## src/rtl/uart_crc_pkg.sv

```systemverilog
// Shared definitions for the CRC-16 UART transmit path: CRC-16/CCITT-FALSE constants
// and the scheduler FSM state encoding.
package uart_crc_pkg;

   localparam logic [15:0] CRC16_CCITT_POLY = 16'h1021;
   localparam logic [15:0] CRC16_CCITT_INIT = 16'hFFFF;

   typedef enum logic [1:0] {
      IDLE,
      CRC,
      LAUNCH,
      WAIT_DONE
   } sched_state_e;

endpackage

```

## src/rtl/crc16_serial_step.sv

```systemverilog
// Bit-serial CRC-16 engine: load seeds crc with INIT ^ {byte, 8'h00}, then each step
// shifts one bit MSB-first; done pulses on the step that completes the byte.
module crc16_serial_step
   import uart_crc_pkg::*;
#(
   parameter logic [15:0] POLY = CRC16_CCITT_POLY,
   parameter logic [15:0] INIT = CRC16_CCITT_INIT
) (
   input  logic        clk,
   input  logic        reset,
   input  logic        load_i,
   input  logic [7:0]  data_i,
   input  logic        step_i,
   output logic [15:0] crc_o,
   output logic        done_o
);

   logic [15:0] crc_q, crc_d;
   logic [2:0]  bit_q, bit_d;

   // Load has priority over step so a new byte always starts from a clean seed.
   always_comb begin
      crc_d = crc_q;
      bit_d = bit_q;
      if (load_i) begin
         crc_d = INIT ^ {data_i, 8'h00};
         bit_d = 3'd0;
      end else if (step_i) begin
         crc_d = crc_q[15] ? ({crc_q[14:0], 1'b0} ^ POLY) : {crc_q[14:0], 1'b0};
         bit_d = bit_q + 3'd1;
      end
   end

   always_ff @(posedge clk) begin
      if (reset) begin
         crc_q <= '0;
         bit_q <= '0;
      end else begin
         crc_q <= crc_d;
         bit_q <= bit_d;
      end
   end

   assign crc_o  = crc_q;
   assign done_o = step_i && !load_i && (bit_q == 3'd7);

endmodule

```

## src/rtl/uart_crc_tx_scheduler.sv

```systemverilog
// Round-robin scheduler sharing one CRC-16 UART transmitter between NUM_REQ byte
// requesters: grant, compute CRC bit-serially, launch, and wait for the frame to end.
module uart_crc_tx_scheduler
   import uart_crc_pkg::*;
#(
   parameter int          NUM_REQ        = 4,
   parameter logic [15:0] CRC_POLY       = CRC16_CCITT_POLY,
   parameter logic [15:0] CRC_INIT       = CRC16_CCITT_INIT,
   parameter int          LAUNCH_TIMEOUT = 16,
   localparam int         GW             = (NUM_REQ > 1) ? $clog2(NUM_REQ) : 1
) (
   input  logic                 clk,
   input  logic                 reset,
   input  logic [NUM_REQ-1:0]   req_valid,
   input  logic [8*NUM_REQ-1:0] req_data,
   output logic [NUM_REQ-1:0]   req_ready,
   output logic [7:0]           tx_data,
   output logic [15:0]          tx_crc,
   output logic                 tx_start,
   input  logic                 tx_busy,
   output logic [GW-1:0]        grant_id,
   output logic                 frame_done,
   output logic                 launch_err
);

   localparam int TW = $clog2(LAUNCH_TIMEOUT + 1);

   sched_state_e state_q, state_d;
   logic [GW-1:0] ptr_q, ptr_d;
   logic [GW-1:0] grant_q, grant_d;
   logic [7:0]    data_q, data_d;
   logic [TW-1:0] tout_q, tout_d;
   logic          frame_done_q, frame_done_d;
   logic          launch_err_q, launch_err_d;

   logic [GW-1:0] idx;
   logic [GW-1:0] pick;
   logic [GW-1:0] next_ptr;
   logic          found;
   logic          accept;
   logic          crc_load;
   logic          crc_step;
   logic          crc_done;

   // First valid requester at or after the RR pointer, wrapping around.
   always_comb begin
      found = 1'b0;
      pick  = '0;
      idx   = '0;
      for (int k = 0; k < NUM_REQ; k++) begin
         idx = GW'((int'(ptr_q) + k) % NUM_REQ);
         if (!found && req_valid[idx]) begin
            found = 1'b1;
            pick  = idx;
         end
      end
   end

   // Grants are held off while the line is busy, including a frame left over from before reset.
   assign accept   = (state_q == IDLE) && !reset && !tx_busy && found;
   assign next_ptr = (grant_q == GW'(NUM_REQ - 1)) ? '0 : grant_q + GW'(1);

   always_comb begin
      req_ready = '0;
      if (accept) begin
         req_ready[pick] = 1'b1;
      end
   end

   crc16_serial_step #(
      .POLY (CRC_POLY),
      .INIT (CRC_INIT)
   ) u_crc (
      .clk    (clk),
      .reset  (reset),
      .load_i (crc_load),
      .data_i (req_data[{pick, 3'b000} +: 8]),
      .step_i (crc_step),
      .crc_o  (tx_crc),
      .done_o (crc_done)
   );

   // Next-state logic; the RR pointer moves past the granted requester on success or timeout.
   always_comb begin
      state_d      = state_q;
      ptr_d        = ptr_q;
      grant_d      = grant_q;
      data_d       = data_q;
      tout_d       = '0;
      frame_done_d = 1'b0;
      launch_err_d = 1'b0;
      crc_load     = 1'b0;
      crc_step     = 1'b0;
      tx_start     = 1'b0;
      case (state_q)
         IDLE: begin
            if (accept) begin
               grant_d  = pick;
               data_d   = req_data[{pick, 3'b000} +: 8];
               crc_load = 1'b1;
               state_d  = CRC;
            end
         end
         CRC: begin
            crc_step = 1'b1;
            if (crc_done) begin
               state_d = LAUNCH;
            end
         end
         LAUNCH: begin
            if (tx_busy) begin
               state_d = WAIT_DONE;
            end else begin
               tx_start = 1'b1;
               if (tout_q == TW'(LAUNCH_TIMEOUT - 1)) begin
                  launch_err_d = 1'b1;
                  ptr_d        = next_ptr;
                  state_d      = IDLE;
               end else begin
                  tout_d = tout_q + TW'(1);
               end
            end
         end
         WAIT_DONE: begin
            if (!tx_busy) begin
               frame_done_d = 1'b1;
               ptr_d        = next_ptr;
               state_d      = IDLE;
            end
         end
         default: state_d = IDLE;
      endcase
   end

   always_ff @(posedge clk) begin
      if (reset) begin
         state_q      <= IDLE;
         ptr_q        <= '0;
         grant_q      <= '0;
         data_q       <= '0;
         tout_q       <= '0;
         frame_done_q <= 1'b0;
         launch_err_q <= 1'b0;
      end else begin
         state_q      <= state_d;
         ptr_q        <= ptr_d;
         grant_q      <= grant_d;
         data_q       <= data_d;
         tout_q       <= tout_d;
         frame_done_q <= frame_done_d;
         launch_err_q <= launch_err_d;
      end
   end

   assign tx_data    = data_q;
   assign grant_id   = grant_q;
   assign frame_done = frame_done_q;
   assign launch_err = launch_err_q;

endmodule

```

## config.mk

```make
export PLATFORM = sky130hd
export DESIGN_NAME = uart_crc_tx_scheduler
export DESIGN_NICKNAME = d
export VERILOG_FILES = /design/src/rtl/uart_crc_pkg.sv /design/src/rtl/crc16_serial_step.sv /design/src/rtl/uart_crc_tx_scheduler.sv
export SDC_FILE = /design/constraint.sdc
export NUM_CORES = 1
export LEC_CHECK = 0
export ABC_AREA = 1
export ABC_CLOCK_PERIOD_IN_PS = 1850
export BUFFER_PORTS_ARGS = -buffer_cell sky130_fd_sc_hd__buf_4
export CORE_MARGIN = 4
export CORE_UTILIZATION = 46
export CTS_BUF_LIST = sky130_fd_sc_hd__clkbuf_16
export CTS_CLUSTER_DIAMETER = 120
export DETAILED_ROUTE_END_ITERATION = 10
export GPL_TIMING_DRIVEN = 0
export HOLD_SLACK_MARGIN = 0.02
export PLACE_DENSITY = 0.73
export SYNTH_ARGS = -nofsm -noshare
export SYNTH_HDL_FRONTEND = slang
export SYNTH_SLANG_ARGS = --single-unit
```

## constraint.sdc

```tcl
create_clock -name clk -period 1.85 [get_ports clk]
set_clock_uncertainty 0.15 [all_clocks]
set_input_delay 0.37 -clock clk [delete_from_list [all_inputs] [get_ports clk]]
set_output_delay 0.37 -clock clk [all_outputs]
set_load 0.005 [all_outputs]
```

==> run summary <==
largest net degree at the start of global routing = 11
worst setup margin = -0.559 ns
synthesized area per cell = 6.97 µm²
IO Port Bufs = 70
global route overflow = 0
Antenna Cells = 0
Iter 0 DRT Violations = 159
DR vias = 2428
Max Cap Viol = 0
layout cells sized above 1 = 0.423
delay-heaviest family, CP = simple AND/OR/NAND/NOR gates
asr flop ratio synth = 0
Hold Crit Class = primary input to register
vias in the first global route = 2279
fin crit period = 2.41 ns
period utilisation layout = 1.30
CTS H-tree lvls = 2
# DRC = 0
initial antenna violation count = 0
measured slew at the worst slew-check pin = 0.607 ns
CTS tree = done
Final GP Congestion = 0.828
failing checks = negative setup slack
Vias/cell = 4.98
Worst path slowest cell = dfxtp_2
hold depth = 4
Max-Slew Margin vs Limit = 0.595
leakage = 1.62 nW
ys flop type = dfxtp_1
crit-path max cell delay = 0.32 ns
Clk Latency, worst-skew pair = 0.27 ns
Num Clock Sinks = 40
CTS Buf Count = 5
setup TNS = -7.10 ns
Tot GR Track Use = 0.207
initial core utilization = 0.482
core box area = 4790 µm²
post-synthesis sequential area ratio = 0.347
Post-DP HPWL = 4580 µm
critical path data required time = 1.33 ns
Worst VDD drop = 801 µV
outcome = complete, but fails checks
RSZ-0062 raised after global routing = yes
Cell Area, Synth = 2310 µm²
sink of the worst hold path = launch_err
routed len/inst = 13.3 µm
Setup violations, final = 27
Mapped Nets = 375
# rows = 25
overall power = 4.08 mW
CP Cell Sequence = buf_6 > inv_8 > nand2_2 > nand3_2 > nand2_2 > nor2_4 > nand3_4 > nand3_4 > inv_4 > buf_8 > nand2_4 > nor2_2 > buf_4
largest fanout on the critical path = 10
# IOs = 72
Peak Freq = 415 MHz
Die W = 78.8 µm
Worst Path Buf+Inv = 5
CTS Buffer Depth = 2
TritonRoute pass-1 iters = 4
Critical Path End Type = primary output
flops & latches, synth = 40
WL final = 6500 µm
Cell variety after synth = 30
reg-to-reg startpoint = ptr_q[0]
Detail Route Antenna Nets = 0
FILL cells = 405
nets = 467
reg2reg end = u_crc.crc_o[8]
Crit. path cell count = 13
HP Start = tx_busy
final hold viol count = 0
P per Cell Area = 1200 nW/µm²
CP Launch Type = register
# hold bufs at CTS = 0
Die H = 78.8 µm
CTS clock-pin slew for the worst setup and hold paths = 0.05 ns
Final Max Slew Viols = 0
synthesis-to-finish area growth = 47.1%
critical path class = register to primary output
YS warnings = 0
first-pass GRT wire length = 10400 µm
FF-to-FF path depth = 16
clk root buf = clkbuf_16
Worst EP arrival = 1.89 ns
Die Area = 6210 µm²
Mapped Cells = 331
number of flops mapped to enable cells by yosys = 0
most frequent cells in the layout = nand2_1 (82), buf_4 (76), dfxtp_1 (37)
most common cell after layout, fill and taps aside = nand2_1
R2R setup slack = -0.33 ns
[metal layers]
layer / global-route usage / up-vias / part of all wire
li1: - / 1266 / -
met5: 0 / - / 0
met2: 0.355 / 63 / 0.50
met3: 0.0408 / 11 / 0.046
met4: 0.0653 / 0 / 0.019
met1: 0.262 / 1088 / 0.43
[synthesized netlist by cell type (3+ instances only)]
master	number	share of area
inv_1	27	0.044
dfxtp_1	40	0.35
nand4_1	11	0.030
nor3_1	6	0.013
nand3_1	30	0.065
buf_6	3	0.015
o21ai_0	24	0.052
buf_2	3	0.0065
buf_4	3	0.0098
inv_2	4	0.0065
a21oi_1	8	0.017
nand2_2	20	0.054
a21oi_2	6	0.023
nor2_1	27	0.044
nand3_4	3	0.023
nand3_2	5	0.022
nand2_1	88	0.14
clkbuf_1	4	0.0065
ha_1	5	0.027
[final cells by class]
| class | instances | area [µm²] | area share |
|---|---|---|---|
| multi-input cells | 245 | 1460 | 0.431 |
| well taps | 67 | 83.8 | 0.0247 |
| repair buffers | 85 | 669 | 0.197 |
| inverters | 33 | 141 | 0.0417 |
| flip-flops and latches | 40 | 807 | 0.238 |
| clock buffers | 5 | 125 | 0.0369 |
| plain buffers | 13 | 104 | 0.0306 |
[cell families after synthesis]
kind of cell,after synthesis,share of synthesized area
xor gates and xnor gates,3,0.0114
and+or+nand+nor,194,0.412
adders and majority gates,5,0.0271
AOI/OAI and AO/OA,43,0.107
buffers and inverters,46,0.0954
DFF,40,0.347
[worst reg2reg max path: cells and delay by family (launching register included)]
family | cells | cell delay, ns
buf+inv | 5 | 0.55
compound gates | 1 | 0.04
simple gates | 10 | 0.99
flops | 1 | 0.32
[metrics by stage]
step	setup WS [ns]	cell area, µm²	hold slack (ns)	std cells	utilization
6_report	-0.559	3390	0.233	488	0.709
5_1_grt	-0.686	3390	0.265	488	0.709
4_1_cts	-0.576	3210	0.227	484	0.671
3_5_place_dp	-0.434	2950	0.292	468	0.616
3_3_place_gp	-0.387	2950	0.283	468	0.616
2_1_floorplan	-0.0978	2340	0.268	331	-
[report_power, final]
group	switching [mW]	internal (mW)	leakage [nW]
Clock	0.288	0.475	0.0616
Sequential	0.215	1.12	0.330
Combinational	1.07	0.915	1.23
Total	1.57	2.51	1.62
[state kept, by name, indices dropped and copies added (netlist names)]
| signal | flops |
|---|---|
| frame_done | 1 |
| grant_id | 2 |
| launch_err | 1 |
| ptr_q | 2 |
| state_q | 2 |
| tout_q | 5 |
| tx_data | 8 |
| u_crc.bit_q | 3 |
| u_crc.crc_o | 16 |
[how the worst max path moves through the flow]
stage	startpoint	endpoint	slack (ns)
2_1_floorplan	ptr_q[0]	req_ready[1]	-0.1
3_3_place_gp	req_valid[3]	req_ready[1]	-0.39
3_5_place_dp	req_valid[3]	req_ready[1]	-0.43
4_1_cts	ptr_q[0]	req_ready[2]	-0.58
5_1_grt	ptr_q[0]	req_ready[2]	-0.69
6_report	ptr_q[0]	req_ready[1]	-0.56
[timing repair]
| action | CTS | global route |
|---|---|---|
| buffers inserted | 8 | 4 |
| gates resized for setup | 18 | 49 |
| pin swaps | 12 | 13 |
| setup endpoints to repair | 35 | 36 |
| cloned | 3 | 0 |
Note: power is estimated with default switching activity, not from simulation.
